<file path="config.mk">
export PLATFORM = sky130hd
export DESIGN_NAME = usr_serial_receiver
export DESIGN_NICKNAME = d
export VERILOG_FILES = /design/src/rtl/usr_pkg.sv /design/src/rtl/usr_rx_shifter.sv /design/src/rtl/usr_serial_receiver.sv
export SDC_FILE = /design/constraint.sdc
export NUM_CORES = 1
export LEC_CHECK = 0
export ABC_AREA = 1
export CORE_MARGIN = 3
export CORE_UTILIZATION = 45
export DETAILED_ROUTE_END_ITERATION = 6
export DONT_BUFFER_PORTS = 1
export GPL_TIMING_DRIVEN = 0
export HOLD_SLACK_MARGIN = 0.03
export SLEW_MARGIN = 15
export SYNTH_ARGS = -nofsm -noshare
export SYNTH_HDL_FRONTEND = slang
export SYNTH_SLANG_ARGS = --single-unit
export TNS_END_PERCENT = 100
</file>
<file path="constraint.sdc">
create_clock -name clk -period 1.35 [get_ports clk]
set_clock_uncertainty 0.05 [all_clocks]
set_input_delay 0.27 -clock clk [delete_from_list [all_inputs] [get_ports clk]]
set_output_delay 0.27 -clock clk [all_outputs]
set_load 0.01 [all_outputs]
</file>
<file path="src/rtl/usr_pkg.sv">
// Shared types and constants for the serial receive path.
// Direction encodings match the transmit-side shift register.
package usr_pkg;

  typedef enum logic {
    ST_IDLE  = 1'b0,
    ST_SHIFT = 1'b1
  } state_e;

  localparam logic DIR_MSB_FIRST = 1'b0;
  localparam logic DIR_LSB_FIRST = 1'b1;

endpackage

</file>
<file path="src/rtl/usr_rx_shifter.sv">
// Bidirectional assembly register. q_next exposes the value the register takes
// at the next edge so the owner can capture a completed word in the same cycle.
module usr_rx_shifter
  import usr_pkg::*;
#(
  parameter int WIDTH = 4
) (
  input  logic             clk,
  input  logic             reset,
  input  logic             clear,
  input  logic             shift_en,
  input  logic             dir,
  input  logic             serial_in,
  output logic [WIDTH-1:0] q_next
);

  logic [WIDTH-1:0] sreg_q;
  logic [WIDTH-1:0] sreg_d;
  logic [WIDTH-1:0] base;

  // Clear and shift may coincide: the first bit of a new frame lands on a clean register.
  always_comb begin
    base   = clear ? '0 : sreg_q;
    sreg_d = base;
    if (shift_en) begin
      if (dir == DIR_LSB_FIRST) sreg_d = {serial_in, base[WIDTH-1:1]};
      else                      sreg_d = {base[WIDTH-2:0], serial_in};
    end
  end

  always_ff @(posedge clk or negedge reset) begin
    if (!reset) sreg_q <= '0;
    else        sreg_q <= sreg_d;
  end

  assign q_next = sreg_d;

endmodule

</file>
<file path="src/rtl/usr_serial_receiver.sv">
// Serial-to-parallel receiver: frames bit strobes into WIDTH-bit words and
// presents them on a one-entry output buffer with a sticky overrun flag.
module usr_serial_receiver
  import usr_pkg::*;
#(
  parameter int WIDTH = 4,
  parameter int CNT_W = $clog2(WIDTH + 1)
) (
  input  logic             clk,
  input  logic             reset,
  input  logic             serial_in,
  input  logic             bit_valid,
  input  logic             frame_start,
  input  logic             dir,
  output logic [WIDTH-1:0] data_out,
  output logic             data_valid,
  input  logic             data_ready,
  output logic             busy,
  output logic [CNT_W-1:0] bit_count,
  output logic             overrun,
  input  logic             clear_overrun,
  output state_e           state_dbg
);

  state_e           state_q, state_d;
  logic             dir_q, dir_d;
  logic [CNT_W-1:0] cnt_q, cnt_d;
  logic [WIDTH-1:0] data_q, data_d;
  logic             valid_q, valid_d;
  logic             ovr_q, ovr_d;

  logic             shift_en;
  logic             sh_clear;
  logic             sh_dir;
  logic             complete;
  logic             pop;
  logic [WIDTH-1:0] sh_next;

  usr_rx_shifter #(.WIDTH(WIDTH)) u_shifter (
    .clk       (clk),
    .reset     (reset),
    .clear     (sh_clear),
    .shift_en  (shift_en),
    .dir       (sh_dir),
    .serial_in (serial_in),
    .q_next    (sh_next)
  );

  // Output handshake: a word moves on any edge where data_valid & data_ready;
  // data_out is held stable while data_valid is high and not yet accepted.
  always_comb begin
    state_d  = state_q;
    dir_d    = dir_q;
    cnt_d    = cnt_q;
    data_d   = data_q;
    valid_d  = valid_q;
    ovr_d    = ovr_q;
    shift_en = 1'b0;
    sh_clear = 1'b0;
    sh_dir   = dir_q;
    complete = 1'b0;
    pop      = valid_q & data_ready;

    if (frame_start) begin
      state_d  = ST_SHIFT;
      dir_d    = dir;
      sh_dir   = dir;
      sh_clear = 1'b1;
      shift_en = bit_valid;
      cnt_d    = bit_valid ? CNT_W'(1) : '0;
    end else if (state_q == ST_SHIFT && bit_valid) begin
      shift_en = 1'b1;
      if (cnt_q == CNT_W'(WIDTH - 1)) begin
        complete = 1'b1;
        cnt_d    = '0;
        state_d  = ST_IDLE;
      end else begin
        cnt_d = cnt_q + CNT_W'(1);
      end
    end

    if (pop)           valid_d = 1'b0;
    if (clear_overrun) ovr_d   = 1'b0;

    // A completed word only enters the buffer if the slot is free this edge.
    if (complete) begin
      if (!valid_q || pop) begin
        data_d  = sh_next;
        valid_d = 1'b1;
      end else begin
        ovr_d = 1'b1;
      end
    end
  end

  always_ff @(posedge clk or negedge reset) begin
    if (!reset) begin
      state_q <= ST_IDLE;
      dir_q   <= DIR_MSB_FIRST;
      cnt_q   <= '0;
      data_q  <= '0;
      valid_q <= 1'b0;
      ovr_q   <= 1'b0;
    end else begin
      state_q <= state_d;
      dir_q   <= dir_d;
      cnt_q   <= cnt_d;
      data_q  <= data_d;
      valid_q <= valid_d;
      ovr_q   <= ovr_d;
    end
  end

  assign data_out   = data_q;
  assign data_valid = valid_q;
  assign busy       = (state_q == ST_SHIFT);
  assign bit_count  = cnt_q;
  assign overrun    = ovr_q;
  assign state_dbg  = state_q;

endmodule

</file>
==> impl_summary.txt <==
----------------------------------------------------
[Run status]
  Outcome ... complete, no violations

[Floorplan]
  Chip height ... 46.2 um
  Row count ... 13
  Die width ... approximately 46 um
  Initial core utilization ... between 50% and 60%
  Floorplan die area ... about 2100 sq um
  Placeable core region ... approximately 1400 sq um
  Ports ... 19

[STA]
  Final Hold Vio Count ... 0
  Max-slew violations ... 0
  Maximum clock rate ... between 800 and 900 MHz
  Transition time at the pin with the least slew margin ... approximately 0.66 ns
  Max-Slew Margin vs Limit ... around 56%
  Worst Hold Margin ... 0.0760 ns
  Minimum period implied by the final worst setup slack ... approximately 1.2 ns
  Final setup margin ... around 0.10 ns
  Final-report setup violation count ... 0
  Portion of the clock cycle consumed by the worst path in the final layout ... slightly above 90%

[Final layout]
  Layout fillers ... 125
  # nets final ... between 100 and 150
  Leading cell type in the layout, fill and taps excluded ... nand2_1
  Diodes inserted ... 0
  Highest-count cells in the layout ignoring fill and taps ... nand2_1, dfrtp_1, inv_1
  Layout cell share with drive strength beyond 1 ... 24.7%
  Area added between synthesis and finish ... 15.8%

[Critical path]
  Crit path launch type ... flip-flop
  Worst reg-to-reg setup slack ... between 0.1 and 0.15 ns
  Endpoint of the lowest-slack register-to-register path ... data_out[1]
  Data required, critical path ... approximately 1.5 ns
  Source of the worst register-to-register timing path ... bit_count[0]
  Critical Path Fanout Max ... 5
  Arrival time of the worst setup path ... ~1.4 ns
  Worst Setup Path Type ... flip-flop to flip-flop
  CP Capture Type ... flip-flop
  Worst Reg2Reg Path Length in Cells ... 7

[Global route]
  Total gr overflow ... 0
  First-pass GRT wire length ... ~2100 um
  All-Layer GR Usage ... between 10% and 20%
  Largest net degree at the start of global routing ... 16
  Vias in the first global route ... 540
  Antenna violations before repair ... 0

[Clock network]
  CTS root buffer ... clkbuf_4
  Clock slew at the register clock pins of the worst setup and hold paths ... 0.08 ns
  CTS tree ... built
  Bufs on Longest Clock Path ... 2
  Clock latency on the worst-skew pair ... roughly 0.28 ns
  TritonCTS Sinks ... 15
  Deepest level of the CTS H-tree ... 1
  Cts bufs inserted ... 3

[Power]
  Max IR drop VDD ... a little over 0.0006 V
  Areal power density over the cells ... around 1100 nW/um^2
  Leakage power ... around 0.44 nW
  Total power ... roughly 0.9 mW

[Logic synthesis]
  Post-synthesis sequential element count ... 15
  Distinct cell type count of the synthesized netlist ... 18
  Post-synth design cell area ... around 730 sq um
  Share of synthesized area occupied by flip-flops and latches ... 51.5%
  Total of warnings raised by yosys ... 0
  Synth Area per Inst ... ~8 sq um
  Synthesized netlist cell count ... slightly below 90
  Nets in the synthesized netlist ... between 90 and 100

[Detailed routing]
  Wire length per cell after detailed routing ... approximately 11 um
  Starting DRT DRC Count ... 8
  Number of search-and-repair iterations in the first detailed-routing pass ... 4
  Detailed-route wire length ... 1250 um
  Antenna Nets Post-Route ... 0
  Post-detailed-route via-to-cell ratio ... around 5
  DRC errors left ... 0
  Total number of vias ... 559

[Hold path]
  Worst min-delay path startpoint ... frame_start
  Endpoint with the worst hold slack ... dir_q
  Cell depth of the worst min-delay path ... 2
  Tightest Hold Check Type ... primary input to flip-flop

[Place]
  Pre-CTS WS ... -0.0980 ns
  Number of I/O port buffers ... 0
  Detailed-placement wirelength estimate ... approximately 930 um
  Routability congestion estimate from global placement ... 0.780

[Run]
  Number of max-capacitance violations reported ... 0

----------------------------------------------------
worst max path at each step:
stage / from / endpoint / slack, ns / depth (start not counted)
3_5_place_dp: bit_count[0] / data_out[1] / -0.1 / 7
5_1_grt: busy / data_out[3] / -0.006 / 7
2_1_floorplan: bit_count[0] / data_out[1] / 0.09 / 7
3_3_place_gp: bit_count[0] / data_out[1] / -0.11 / 7
4_1_cts: bit_count[1] / data_out[1] / -0.04 / 7
6_report: bit_count[0] / data_out[1] / 0.10 / 7
registers in the layout, indices dropped and copies added, names as in the netlist:
signal            cells
bit_count             3
busy                  1
data_out              4
data_valid            1
dir_q                 1
overrun               1
u_shifter.sreg_q      4
cell families after synthesis:
| group | count (synthesis) | share of synthesized area (%) |
|---|---|---|
| DFF | 15 | 51.5 |
| and+or+nand+nor | 53 | 31.8 |
| AOI/OAI and AO/OA | 6 | 6.87 |
| buffers and inverters | 14 | 8.08 |
| adders and majority gates | 1 | 1.72 |
metrics by stage:
step / cell area [sq um] / TNS (ns) / instances / util, %
after floorplan: 728 / 0 / 89 / -
final: 843 / 0 / 112 / 60.3
after CTS: 828 / -0.136 / 112 / 59.2
after detailed placement: 747 / -0.376 / 104 / 53.4
after global routing: 843 / -0.00600 / 112 / 60.3
after global placement: 747 / -0.447 / 104 / 53.4
worst max-delay path: stages, from the launching register on:
cell and delay (ns):
dfrtp_2 0.44, ha_4 0.17, nand2_4 0.05, nor3_4 0.17, nand2_2 0.12, inv_2 0.09
nand2_1 0.05, nand2_1 0.05
cell usage after synthesis (all sizes together):
cell type | instances | share of area [%]
inv | 13 | 7.0
a21oi | 2 | 2.9
nand3 | 7 | 5.5
buf | 1 | 1.0
o221ai | 1 | 1.2
o21ai | 2 | 1.9
nor2 | 4 | 2.1
nor3 | 1 | 1.4
ha | 1 | 1.7
nand2 | 41 | 23
dfrtp | 15 | 52
o22ai | 1 | 0.86
metal layers:
layer | global-route usage, % | vias up | share of wire, %
li1 | - | 290 | -
met1 | 16.8 | 248 | 44
met2 | 21.2 | 19 | 45
met3 | 4.30 | 2 | 9.7
met4 | 8.52 | 0 | 1.1
met5 | 0 | - | 0
what timing repair did:
| item | CTS | global route |
|---|---|---|
| hold endpoints to repair | 16 | 0 |
| gates resized for setup | 6 | 4 |
| pin swaps | 4 | 2 |
| setup endpoints to repair | 4 | 7 |
| hold buffers | 2 | 0 |
| setup buffers | 2 | 0 |
power breakdown:
| group | switching (mW) | internal [mW] | leakage (nW) |
|---|---|---|---|
| registers | 0.0512 | 0.496 | 0.193 |
| clock network | 0.134 | 0.115 | 0.0150 |
| logic | 0.0775 | 0.0537 | 0.234 |
| total | 0.263 | 0.664 | 0.442 |
area by class of cell:
class | count | area (sq um) | area share, %
plain buffers | 1 | 7.51 | 0.890
clock buffers | 4 | 26.3 | 3.12
flip-flops and latches | 15 | 379 | 45.0
multi-input cells | 60 | 325 | 38.6
repair buffers | 4 | 35.0 | 4.15
well taps | 15 | 18.8 | 2.23
inverters | 13 | 51.3 | 6.08
(Power assumes the default switching activity.)
